`src/rtl/spi_pkg.sv`:
```
// Shared definitions for the SPI command sequencer.
// State encoding and default geometry.
package spi_pkg;

    localparam int BITS_DEF  = 16;
    localparam int DEPTH_DEF = 8;

    typedef enum logic [2:0] {
        ST_IDLE    = 3'd0,
        ST_LAUNCH  = 3'd1,
        ST_WAIT_HI = 3'd2,
        ST_WAIT_LO = 3'd3,
        ST_GAPW    = 3'd4
    } seq_state_t;

    // Bits needed to count 0..n-1, never less than one.
    function automatic int cnt_width(input int n);
        return (n < 2) ? 1 : $clog2(n);
    endfunction

endpackage

```
`src/rtl/sync_fifo.sv`:
```
// Single-clock show-ahead FIFO.
// Push while full and pop while empty are dropped.
module sync_fifo
    import spi_pkg::*;
#(
    parameter int W     = BITS_DEF,
    parameter int DEPTH = DEPTH_DEF
) (
    input  logic         clk,
    input  logic         rst,
    input  logic         push,
    input  logic [W-1:0] din,
    input  logic         pop,
    output logic [W-1:0] dout,
    output logic         full,
    output logic         empty
);

    localparam int AW = $clog2(DEPTH);
    localparam int LW = $clog2(DEPTH + 1);

    logic [W-1:0]  mem [DEPTH];
    logic [AW-1:0] wr_ptr;
    logic [AW-1:0] rd_ptr;
    logic [LW-1:0] level;
    logic          do_push;
    logic          do_pop;

    assign full    = (level == LW'(DEPTH));
    assign empty   = (level == '0);
    assign do_push = push && !full;
    assign do_pop  = pop && !empty;
    assign dout    = mem[rd_ptr];

    // Storage array; contents need no reset since level gates reads.
    always_ff @(posedge clk) begin
        if (do_push) begin
            mem[wr_ptr] <= din;
        end
    end

    // Pointers wrap naturally at DEPTH; level tracks occupancy.
    always_ff @(posedge clk) begin
        if (rst) begin
            wr_ptr <= '0;
            rd_ptr <= '0;
            level  <= '0;
        end else begin
            if (do_push) begin
                wr_ptr <= wr_ptr + AW'(1);
            end
            if (do_pop) begin
                rd_ptr <= rd_ptr + AW'(1);
            end
            unique case ({do_push, do_pop})
                2'b10:   level <= level + LW'(1);
                2'b01:   level <= level - LW'(1);
                default: level <= level;
            endcase
        end
    end

endmodule

```
`src/rtl/spi_cmd_seq.sv`:
```
// Queues words for an SPI master, launches one transfer at a time
// and collects the received words into an RX FIFO.
module spi_cmd_seq
    import spi_pkg::*;
#(
    parameter int BITS  = BITS_DEF,
    parameter int DEPTH = DEPTH_DEF,
    parameter int GAP   = 2,
    parameter int TMO   = 16
) (
    input  logic            clk,
    input  logic            rst,
    input  logic [BITS-1:0] tx_data,
    input  logic            tx_valid,
    output logic            tx_ready,
    output logic [BITS-1:0] rx_data,
    output logic            rx_valid,
    input  logic            rx_ready,
    output logic            spi_start,
    output logic [BITS-1:0] spi_dout,
    input  logic [BITS-1:0] spi_din,
    input  logic            spi_working,
    output logic            busy,
    output logic            tmo_err
);

    localparam int GW = cnt_width(GAP);
    localparam int TW = cnt_width(TMO);

    seq_state_t      state;
    logic [GW-1:0]   gap_cnt;
    logic [TW-1:0]   tmo_cnt;
    logic [BITS-1:0] tx_head;
    logic            tx_full;
    logic            tx_empty;
    logic            rx_full;
    logic            rx_empty;
    logic            launch_ok;
    logic            rx_push;

    assign tx_ready  = !tx_full;
    assign rx_valid  = !rx_empty;

    // Only launch when the result has somewhere to go and the
    // master has finished whatever it was doing.
    assign launch_ok = (state == ST_IDLE) && !tx_empty
                       && !rx_full && !spi_working;
    assign rx_push   = (state == ST_WAIT_LO) && !spi_working;

    sync_fifo #(
        .W     (BITS),
        .DEPTH (DEPTH)
    ) u_tx_fifo (
        .clk   (clk),
        .rst   (rst),
        .push  (tx_valid),
        .din   (tx_data),
        .pop   (launch_ok),
        .dout  (tx_head),
        .full  (tx_full),
        .empty (tx_empty)
    );

    sync_fifo #(
        .W     (BITS),
        .DEPTH (DEPTH)
    ) u_rx_fifo (
        .clk   (clk),
        .rst   (rst),
        .push  (rx_push),
        .din   (spi_din),
        .pop   (rx_ready),
        .dout  (rx_data),
        .full  (rx_full),
        .empty (rx_empty)
    );

    // Transfer sequencer with registered start, word, busy and error.
    always_ff @(posedge clk) begin
        if (rst) begin
            state     <= ST_IDLE;
            spi_start <= 1'b0;
            spi_dout  <= '0;
            busy      <= 1'b0;
            tmo_err   <= 1'b0;
            gap_cnt   <= '0;
            tmo_cnt   <= '0;
        end else begin
            spi_start <= 1'b0;
            unique case (state)
                ST_IDLE: begin
                    if (launch_ok) begin
                        spi_dout  <= tx_head;
                        spi_start <= 1'b1;
                        busy      <= 1'b1;
                        state     <= ST_LAUNCH;
                    end
                end
                ST_LAUNCH: begin
                    tmo_cnt <= '0;
                    state   <= ST_WAIT_HI;
                end
                ST_WAIT_HI: begin
                    if (spi_working) begin
                        state <= ST_WAIT_LO;
                    end else if (tmo_cnt == TW'(TMO - 1)) begin
                        tmo_err <= 1'b1;
                        busy    <= 1'b0;
                        state   <= ST_IDLE;
                    end else begin
                        tmo_cnt <= tmo_cnt + TW'(1);
                    end
                end
                ST_WAIT_LO: begin
                    if (!spi_working) begin
                        if (GAP > 0) begin
                            gap_cnt <= '0;
                            state   <= ST_GAPW;
                        end else begin
                            busy  <= 1'b0;
                            state <= ST_IDLE;
                        end
                    end
                end
                ST_GAPW: begin
                    if (gap_cnt == GW'(GAP - 1)) begin
                        busy  <= 1'b0;
                        state <= ST_IDLE;
                    end else begin
                        gap_cnt <= gap_cnt + GW'(1);
                    end
                end
                default: begin
                    busy  <= 1'b0;
                    state <= ST_IDLE;
                end
            endcase
        end
    end

endmodule

```
`config.mk`:
```
export PLATFORM = sky130hd
export DESIGN_NAME = spi_cmd_seq
export DESIGN_NICKNAME = d
export VERILOG_FILES = /design/src/rtl/spi_pkg.sv /design/src/rtl/sync_fifo.sv /design/src/rtl/spi_cmd_seq.sv
export SDC_FILE = /design/constraint.sdc
export NUM_CORES = 1
export LEC_CHECK = 0
export BUFFER_PORTS_ARGS = -buffer_cell sky130_fd_sc_hd__buf_2
export CAP_MARGIN = 15
export CORE_MARGIN = 5
export CORE_UTILIZATION = 35
export DETAILED_ROUTE_END_ITERATION = 6
export GPL_TIMING_DRIVEN = 0
export PLACE_DENSITY = 0.63
export SETUP_SLACK_MARGIN = 0.15
export SYNTH_ARGS = -nofsm -noshare
export SYNTH_HDL_FRONTEND = slang
export SYNTH_SLANG_ARGS = --single-unit
```
`constraint.sdc`:
```
create_clock -name clk -period 3.7 [get_ports clk]
set_input_delay 0.185 -clock clk [delete_from_list [all_inputs] [get_ports clk]]
set_output_delay 0.185 -clock clk [all_outputs]
set_load 0.01 [all_outputs]
```
# == Yosys cells after proc, flatten, opt, wreduce, memory -nomap -nowiden ==
# Memories as Yosys holds them, arrays and structs flattened. A register that Yosys moved wholly into a read port is not among the register bits.
# Cells that the tools add are included.
# totals
reg_bits,31
ramBits,256
in_bits,37
out_inout_bits,37
wordCells,99
n_memories,2
# op_classes
n_addsub,10
n_eq_ne,18
muxes,26
n_bitwise,3
reduce_logical,28
# mem_list
memory,depth,word_bits,read_ports,rd_clocked_by_memory_dff,wr,line,rtl
u_rx_fifo.mem,8,16,1,1,1,sync_fifo.sv:22,logic [W-1:0] mem [DEPTH];
u_tx_fifo.mem,8,16,1,1,1,sync_fifo.sv:22,
# op_table
op,count
$pmux W4 S2,3
$mux W3,7
$pmux W3 S5,1
$add A3 B1 Y3 const B,4
$add A4 B1 Y4 const B,3
$eq A4 B4 Y1 const B,3
$mux W1,11
$ne A2 B2 Y1 const B,5
$logic_and A1 B1 Y1,8
$logic_not A4 Y1,2
$mux W4,2
$reduce_bool A2 Y1,4
$sub A4 B1 Y4 const B,2
$eq A3 B2 Y1 const B,2
$reduce_and A3 Y1,2
$logic_not A1 Y1,5
$reduce_and A5 Y1,1
$eq A2 B1 Y1 const B,2
$eq A2 B2 Y1 const B,2
$pmux W1 S4,1
$reduce_and A2 Y1,2
$reduce_and A4 Y1,1
$reduce_or A2 Y1,2
$eq A3 B1 Y1 const B,1
other kinds (7),9

# == Longest topological paths before layout ==
# Gate-level depths: netlist (run 1).
# depth
depth_word,8
mapped_depth,12

# == By module ==
# Synthesis (run 1) repeated with hierarchy kept, for this count alone.
# unflattened
hier_cells,665
area_unflattened_um2,12326.8
# modules_own_cells
mod,instances,cells_per_inst,area_per_inst_um2
sync_fifo,2,259,5516.5
spi_cmd_seq,1,147,1293.7

# == Worst setup path before layout (run 1) ==
# No wires, ideal clock.
# synth_path
kind,reg-to-reg
startpoint,register u_tx_fifo.level[1]
endpoint,"memory u_tx_fifo.mem[2][0] (netlist bit), enable pin"
t_arrival_ns,2.608
t_required_ns,3.264
slack_ns,0.656
path_stages_with_launch,6
synth_period_minus_slack_ns,3.044
cell_sequence,dfxtp_1 > buf_2 > or4b_1 > buf_2 > nand2_4 > nor4b_1
# synth_between
elab_chain_cells,5
# synth_lines
item,line,rtl
"start, declared",sync_fifo.sv:25,logic [LW-1:0] level;
"start signal, assigned",sync_fifo.sv:56,2'b10: level <= level + LW'(1);
"start signal, assigned",sync_fifo.sv:57,2'b01: level <= level - LW'(1);
"start signal, assigned",sync_fifo.sv:58,default: level <= level;
$eq A4 B4 Y1,sync_fifo.sv:29,assign full = (level == LW'(DEPTH));
$logic_not A1 Y1,--,
net tx_ready,spi_cmd_seq.sv:15,"output logic tx_ready,"
$logic_and A1 B1 Y1,sync_fifo.sv:31,assign do_push = push && !full;
$mux W1,sync_fifo.sv:37,if (do_push) begin
$mux W1 (implied by the code),sync_fifo.sv:38,mem[wr_ptr] <= din;
"end, declared",sync_fifo.sv:22,
# The timed path passes the listed nets, and every way through them passes these cells.

# == Worst setup path after layout (run 1) ==
# layout_path
startpoint,register state[0]
endpoint,register u_tx_fifo.level[2]
# layout_between
elab_chain_cells,7
elab_cells_between_ends,9
# layout_lines
item,line,rtl
"start, declared",spi_cmd_seq.sv:30,seq_state_t state;
"start signal, assigned",spi_cmd_seq.sv:81,state <= ST_IDLE;
"start signal, assigned",spi_cmd_seq.sv:96,state <= ST_LAUNCH;
"start signal, assigned",spi_cmd_seq.sv:101,state <= ST_WAIT_HI;
$logic_not A3 Y1 (*),spi_cmd_seq.sv:46,assign launch_ok = (state == ST_IDLE) && !tx_empty
$logic_and A1 B1 Y1 (*),spi_cmd_seq.sv:46,
$logic_and A1 B1 Y1 (*) (2 in series),spi_cmd_seq.sv:47,&& !rx_full && !spi_working;
$logic_and A1 B1 Y1 (*),sync_fifo.sv:32,assign do_pop = pop && !empty;
net u_tx_fifo.do_pop,sync_fifo.sv:27,logic do_pop;
$eq A2 B1 Y1 or $eq A2 B2 Y1 (tied branches),sync_fifo.sv:55,"unique case ({do_push, do_pop})"
$pmux W4 S2 or $reduce_bool A2 Y1 (tied branches),--,
# Mark *: on every way through the listed nets, which the timed path passes. The rest lies on a longest branch.
# A chain may end at the register's enable or synchronous reset.

==> results by group, run 1 <==
Setup path
  – Worst EP arrival: 3.29 ns
  – Critical path class: flop to flop
  – CP max stage cell: nor4b_4
  – Startpoint Class: flop
  – CP Max Fanout: 11
  – Slowest stage delay, CP: 0.31 ns
  – CP cell instances: buf_2, nor2_1, nor4b_4, buf_4, buf_6, ha_1, xor2_1, ha_1, a21oi_1, xor2_1, or3_1, a21oi_1
  – CP Capture Type: flop
  – Critical Path RT: 4.16 ns

Power
  – PD cells: 584 nW/um^2
  – Sw frac: 0.242
  – Total Power: 0.00854 W
  – P_int: 0.00647 W
  – Seq pwr share: 0.475
  – IR drop worst, VDD: 0.496 mV
  – Clock Power Share: 0.381
  – P_leak: 4.81 nW
  – Sw power: 0.00207 W
  – Comb pwr share: 0.144

Routing
  – Via count: 6,279
  – DR iter-0 viols: 336
  – DR pass1 iterations: 5
  – Drt total wl: 23.8 mm
  – Vias per cell: 4.88
  – DR WL/cell: 18.5 um
  – DRC viols: 0
  – Post-DRT Antenna Nets: 0

Floorplan
  – Die height: 195 um
  – Core area: 33,600 um^2
  – Cell Rows: 67
  – Die ar.: 37,900 um^2
  – Die Wd: 195 um
  – # IOs: 74
  – Initial Util: 0.355

Clock network
  – Longest Clk Path Bufs: 3
  – Clock latency at the later pin of the worst-skew pair: 0.55 ns
  – CTS Hold Bufs: 35
  – Num CTS Buffers: 31
  – CTS tree: done
  – Clock root buffer master: clkbuf_16
  – Num Clock Sinks: 306
  – H-Tree Depth: 1
  – Post-CTS setup buffer count: 0
  – Worst-path clk slew: 0.06 ns
  – # resized after CTS: 0

Synthesis
  – Cell variety after synth: 50
  – Cell count after synthesis: 652
  – Mapped cell area: 11,900 um^2
  – Post-Synthesis Net Count: 701
  – Syn_area_per_cell: 18.3 um^2
  – Yosys warns: 0
  – Yosys reg bits: 306
  – Sequential fraction of the synthesis area: 0.727

Timing
  – Final Skew: 0.0215 ns
  – Worst slew pin tran: 0.958 ns
  – # setup viols final: 0
  – Final count of pins violating max slew: 0
  – Fmax: 0.353 GHz
  – Final Hold Fails: 0
  – Period utilization: 0.766
  – RSZ-0062 raised after global routing: false
  – Worst setup margin: 0.865 ns
  – Fin crit period: 2.84 ns
  – Relative slew slack: 0.358
  – Final hold slack: 0.0655 ns

Place
  – Pre-CTS WS: 0.843 ns
  – GP Congestion: 0.720
  – Placed cells: 1,195
  – Half-perimeter wire length after placement: 16.2 mm
  – Port Buffers: 73

Layout
  – Layout Utilization: 0.435
  – Final #Nets: 864
  – Area grow syn2layout: 22.3%
  – Fraction of layout cells with a size suffix above 1: 0.325
  – Fin cells: 1,288

Run status
  – Status: completed

Global routing
  – Largest net degree at the start of global routing: 16
  – GRT Util Overall: 0.124
  – Overflow after GRT: 0
  – First-pass GRT wire length: 37.1 mm
  – Initial antenna violation count: 1
  – Number of global-route vias before repair: 6,379

Min path
  – Worst Hold Class: input port to flop

Run
  – MaxCap Viol Count: 0
[placed cells by master, fill, tap and decap left out, types with 9 or more instances in the layout]
master         instances
a21oi_1               17
buf_2                 81
buf_4                 12
buf_6                 11
clkbuf_1              17
clkbuf_16             31
dfxtp_1               50
dlygate4sd3_1         35
edfxtp_1             256
ha_1                  11
mux2_2                16
mux4_2                64
nand2_1               46
nand3_1               10
nor2_1                39
xor2_1                 9
[sequential cells by signal, indices dropped and copies added (netlist names), 4 cells and up, named ones only]
signal and count:
spi_dout 16, tmo_cnt 4, u_rx_fifo.level 4, u_rx_fifo.mem 128
u_tx_fifo.level 4, u_tx_fifo.mem 128
[cell families (layout without fill, tap and decap cells)]
logic type | count (synthesis) | after routing | share of synthesized area
compound gates | 49 | 49 | 0.0319
xor+xnor | 11 | 11 | 0.00806
fa+ha+maj | 12 | 12 | 0.0132
buf+inv | 46 | 233 | 0.0194
flops | 306 | 306 | 0.727
mux | 83 | 83 | 0.138
other cells | 0 | 1 | 0
simple gates | 145 | 145 | 0.0620
[synthesized netlist by cell type (all sizes together)]
cell type / n / area, um^2
clkbuf: 11 / 41.3
or4b: 2 / 20.0
a311oi: 16 / 190
a31oi: 3 / 25.0
or3: 2 / 12.5
nand3b: 1 / 7.51
ha: 11 / 138
nor2b: 3 / 18.8
o21ai: 7 / 35.0
a32oi: 1 / 8.76
and3: 1 / 6.26
fa: 1 / 20.0
nand3: 10 / 50.1
nand2: 47 / 184
mux4: 64 / 1440
nor3b: 3 / 22.5
mux2i: 2 / 20.0
nand2b: 6 / 37.5
o31ai: 2 / 15.0
or2: 1 / 8.76
nor4: 6 / 43.8
mux2: 17 / 191
inv: 10 / 37.5
a21oi: 17 / 85.1
nor3: 6 / 35.0
nor2: 46 / 173
nor4bb: 1 / 10.0
a211oi: 1 / 7.51
dfxtp: 50 / 1000
xnor2: 2 / 17.5
nor4b: 5 / 73.8
and2b: 1 / 7.51
or4: 4 / 30.0
xor2: 9 / 78.8
o211ai: 1 / 7.51
a21o: 1 / 7.51
buf: 25 / 153
edfxtp: 256 / 7690
[through the flow]
step / area, um^2 / setup TNS [ns]
floorplan: 11900 / 0
global placement: 12900 / -49.20
detailed placement: 13200 / 0
CTS: 14600 / 0
global route: 14600 / 0
finish: 14600 / 0
[cell type report]
cell class                 count  area (um^2)
sequential                   306         8690
clock buffer                  38          812
inverter                      10         37.5
fill                        2898        19000
tap                          448          561
buffer                        36          194
timing repair buffer         130          967
multi-input combinational    300         3100
antenna                        1         2.50
clock inverter                19          262
[critical path, delay by kind of cell, from the launching register on]
family	cells	cell delay [ns]
buffers and inverters	3	0.64
adders and majority gates	2	0.46
xor gates and xnor gates	2	0.34
DFF	1	0.29
and+or+nand+nor	3	0.86
AOI/OAI and AO/OA	2	0.19
[path summary, 6_finish.rpt]
check,slack (ns),endpoint,start,cells after the start
setup / recovery,0.86,u_tx_fifo.level[2]$_SDFFE_PP0P_,state[0]$_SDFFE_PP0P_,12
hold / removal,0.07,state[1]$_SDFFE_PP0P_,spi_working,3
setup reg to reg,0.86,u_tx_fifo.level[2]$_SDFFE_PP0P_,state[0]$_SDFFE_PP0P_,12
hold reg to reg,0.49,u_rx_fifo.rd_ptr[1]$_SDFFE_PP0N_,u_rx_fifo.rd_ptr[1]$_SDFFE_PP0N_,2
[per-layer routing]
| metal | vias to the layer above | track usage | part of all wire |
|---|---|---|---|
| li1 | 2910 | - | - |
| met1 | 3185 | 0.170 | 0.44 |
| met2 | 148 | 0.209 | 0.49 |
| met3 | 36 | 0.0199 | 0.046 |
| met4 | 0 | 0.0269 | 0.018 |
| met5 | - | 0 | 0 |
[power groups by stage]
stage | combinational, W | clock (W) | sequential [W]
floorplan | 0.000777 | 0 | 0.00414
global placement | 0.00117 | 0 | 0.00413
detailed placement | 0.00122 | 0 | 0.00413
CTS | 0.00125 | 0.00333 | 0.00406
global route | 0.00136 | 0.00347 | 0.00408
finish | 0.00123 | 0.00325 | 0.00406
Note: power is estimated with default switching activity, not from simulation.
==> run 2: changes to the inputs <==
ABC_AREA = 1   (was unset)
PLACE_DENSITY = 0.65   (was 0.63)
clock period = 2.4 ns   (was 3.7 ns; I/O delays follow)
==> run 2 against run 1 <==
  * Critical endpoint is now u_rx_fifo.mem[0][3]$_DFFE_PP_
  * Wire length grew 24%
  * Cell area is 1.9% higher
  * First-iteration DRC count is 65% higher
  * The flow now finishes with violations (hold timing)
  * Hold slack worse by 0.093 ns
  * Utilization down 0.37 points
  * Via count is 34% higher
  * Highest routed layer unchanged
  * Die area is 2.1% higher
  * Sequential cell count unchanged
==> results by group, run 2 <==
Min path
  – Hold depth: 4
  – End of the worst hold path: u_rx_fifo.rd_ptr[0]$_SDFFE_PP0N_
  – Hold path startpoint: rx_ready
  – Worst Hold Class: input port to flop

Clock network
  – Worst-path clk slew: 0.06 ns
  – CTS tree: done
  – H-Tree Depth: 1
  – Clock latency at the later pin of the worst-skew pair: 0.56 ns
  – Clock root buffer master: clkbuf_16
  – Num Clock Sinks: 306
  – Longest Clk Path Bufs: 3
  – Num CTS Buffers: 31

Synthesis
  – Post-Synthesis Net Count: 1,129
  – Sequential fraction of the synthesis area: 0.711
  – Yosys warns: 0
  – Cell variety after synth: 30
  – Mapped cell area: 12,200 um^2
  – Ys flop type: edfxtp_1
  – Most numerous cell in the Yosys netlist: nor2_1
  – Most instantiated cells after synthesis: nor2_1 (296), edfxtp_1 (256), o21ai_0 (135), nand2_1 (72), nand3_1 (63)
  – Top cell type's share of synthesized area: 0.629
  – Synth area leader: edfxtp_1
  – Cell count after synthesis: 1,080
  – Yosys reg bits: 306
  – Share of async-settable or async-resettable flops after synthesis: 0
  – Syn_area_per_cell: 11.3 um^2
  – Post-synth EDFFs: 256
  – Synth top area cells: edfxtp_1 (63%), nor2_1 (9.1%), dfxtp_1 (8.2%), o21ai_0 (5.5%), nand3_1 (2.6%)

Place
  – Port Buffers: 73
  – Pre-CTS WS: -0.224 ns
  – GP Congestion: 0.819
  – Placed cells: 1,617
  – DP Area: 13,300 um^2
  – Half-perimeter wire length after placement: 19.3 mm

Setup path
  – Worst reg2reg path endpoint: u_rx_fifo.mem[0][3]$_DFFE_PP_
  – R2r worst-path depth: 7
  – FF-to-FF Start: state[2]$_SDFFE_PP0P_
  – CP Capture Type: flop
  – CP Max Fanout: 16
  – Startpoint Class: flop
  – Critical path class: flop to flop
  – Worst EP arrival: 2.45 ns
  – FF-to-FF setup slack: 0.11 ns
  – Critical Path RT: 2.56 ns

Routing
  – DR pass1 iterations: 5
  – Drt total wl: 29.5 mm
  – DR WL/cell: 17.3 um
  – Via count: 8,419
  – DR iter-0 viols: 553
  – Post-DRT Antenna Nets: 0
  – DRC viols: 0
  – Vias per cell: 4.92

Global routing
  – First-pass GRT wire length: 46.0 mm
  – Initial antenna violation count: 1
  – Overflow after GRT: 0
  – Largest net degree at the start of global routing: 17
  – GRT Util Overall: 0.149
  – Number of global-route vias before repair: 8,551

Layout
  – Area of the multi-input gates: 3210 um^2
  – Area grow syn2layout: 21.9%
  – Largest regs: u_rx_fifo.mem: 128 flops, u_tx_fifo.mem: 128 flops, spi_dout: 16 flops
  – Final instance area: 14,900 um^2
  – Commonest non-fill, non-tap cell in the layout: nor2_1
  – Commonest non-fill, non-tap cells in the layout: nor2_1 (279), edfxtp_1 (256), o21ai_0 (134)
  – Fraction of layout cells with a size suffix above 1: 0.162
  – Final #Nets: 1,282
  – Fin cells: 1,711
  – Register Area: 8690 um^2
  – Fillers: 3,220

Power
  – Seq pwr share: 0.395
  – IR drop worst, VDD: 0.727 mV
  – P_leak: 5.32 nW
  – PD cells: 1070 nW/um^2
  – P_int: 0.0108 W
  – Sw power: 0.00512 W
  – Sw frac: 0.323
  – Clock Power Share: 0.316
  – Comb pwr share: 0.289

Floorplan
  – Die height: 197 um
  – # IOs: 74
  – Die Wd: 197 um
  – Initial Util: 0.354
  – Die ar.: 38,700 um^2
  – Cell Rows: 68
  – Core area: 34,500 um^2

Run status
  – Violations in the final reports: hold timing
  – Status: finished, violations left

Timing
  – Period utilization: 0.952
  – Fmax: 0.438 GHz
  – Final Skew: 0.0298 ns
  – RSZ-0062 raised after global routing: true
  – Worst setup margin: 0.115 ns
  – Worst slew pin tran: 1.02 ns
  – Fin crit period: 2.29 ns
  – Relative slew slack: 0.319
  – # setup viols final: 0
  – Final Hold Fails: 2
  – Final hold slack: -0.0277 ns
  – Final count of pins violating max slew: 0

Run
  – MaxCap Viol Count: 0
## run 2: cell types whose count changed in the layout (fill, tap and decap cells not counted), sizes merged, moves of 15 or more
cell | previous run | this run
mux4 | 64 | 0
mux2 | 17 | 0
o21ai | 7 | 143
a311oi | 16 | 0
nand3 | 10 | 63
clkbuf | 49 | 64
nor2 | 46 | 297
nand2 | 47 | 73
a21oi | 17 | 38
o22ai | 0 | 16
inv | 12 | 49
## run 2: worst max-delay path, cell delays in order, from the launching register on
cell and delay, ns:
dfxtp_1 0.33, inv_1 0.10, nand3_1 0.11, nor2_2 0.15
nand2_2 0.12, inv_1 0.11, nand2_1 0.16, nor2_2 0.81
## run 2: cell type report
type                       instances  share of cell area
antenna                            1            0.000168
buffer                            53              0.0206
clock buffer                      38              0.0559
clock inverter                    17              0.0157
inverter                          48              0.0121
multi-input combinational        673               0.216
sequential                       306               0.584
tap                              455              0.0382
timing repair buffer             120              0.0579
## run 2: power by group through the flow
stage               Clock [W]  Combinational [W]  Sequential [W]
floorplan                   0            0.00279         0.00637
CTS                   0.00510            0.00449         0.00626
global route          0.00534            0.00517         0.00630
finish                0.00502            0.00459         0.00626
global placement            0            0.00426         0.00636
detailed placement          0            0.00438         0.00637
## run 2: logic make-up after synthesis
logic type	share of synthesized area
simple gates	0.146
flops	0.711
fa+ha+maj	0.0129
compound gates	0.0917
xor+xnor	0.00287
buf+inv	0.0355
## run 2: per-stage QoR
| step | total power [W] | util | setup TNS, ns |
|---|---|---|---|
| after floorplan | 0.00917 | - | 0 |
| after global placement | 0.0106 | 0.381 | -83.45 |
| after detailed placement | 0.0107 | 0.385 | -0.399 |
| after CTS | 0.0158 | 0.428 | 0 |
| after global routing | 0.0168 | 0.431 | -2.27 |
| final | 0.0159 | 0.431 | 0 |
## run 2: layer usage
layer | share of wire | vias to the layer above | GRT usage
met5 | 0 | - | 0
met4 | 0.040 | 0 | 0.0621
met3 | 0.057 | 77 | 0.0221
met2 | 0.49 | 269 | 0.257
met1 | 0.42 | 3988 | 0.190
li1 | - | 4085 | -
## run 2: how the worst max path moves through the flow
stage                               startpoint                               to  depth (start not counted)  slack [ns]
6_report                 state[2]$_SDFFE_PP0P_    u_rx_fifo.mem[0][3]$_DFFE_PP_                          7        0.11
4_1_cts                  state[1]$_SDFFE_PP0P_   u_rx_fifo.mem[0][11]$_DFFE_PP_                          6        0.01
3_3_place_gp             state[0]$_SDFFE_PP0P_    u_rx_fifo.mem[2][2]$_DFFE_PP_                          6       -0.46
5_1_grt                  state[2]$_SDFFE_PP0P_   u_rx_fifo.mem[0][11]$_DFFE_PP_                          7        -0.1
2_1_floorplan  u_tx_fifo.level[0]$_SDFFE_PP0P_  u_tx_fifo.level[2]$_SDFFE_PP0P_                         14        0.32
3_5_place_dp   u_tx_fifo.level[0]$_SDFFE_PP0P_  u_tx_fifo.level[2]$_SDFFE_PP0P_                         14       -0.22
## run 2: timing repair
| action | in CTS | in global routing |
|---|---|---|
| pin swaps | 1 | 3 |
| setup buffers | 1 | 2 |
| cloned | 0 | 0 |
| endpoints found under the hold margin | 266 | 0 |
| setup endpoints to repair | 141 | 101 |
| resized for setup | 19 | 43 |
| hold buffers | 35 | 0 |
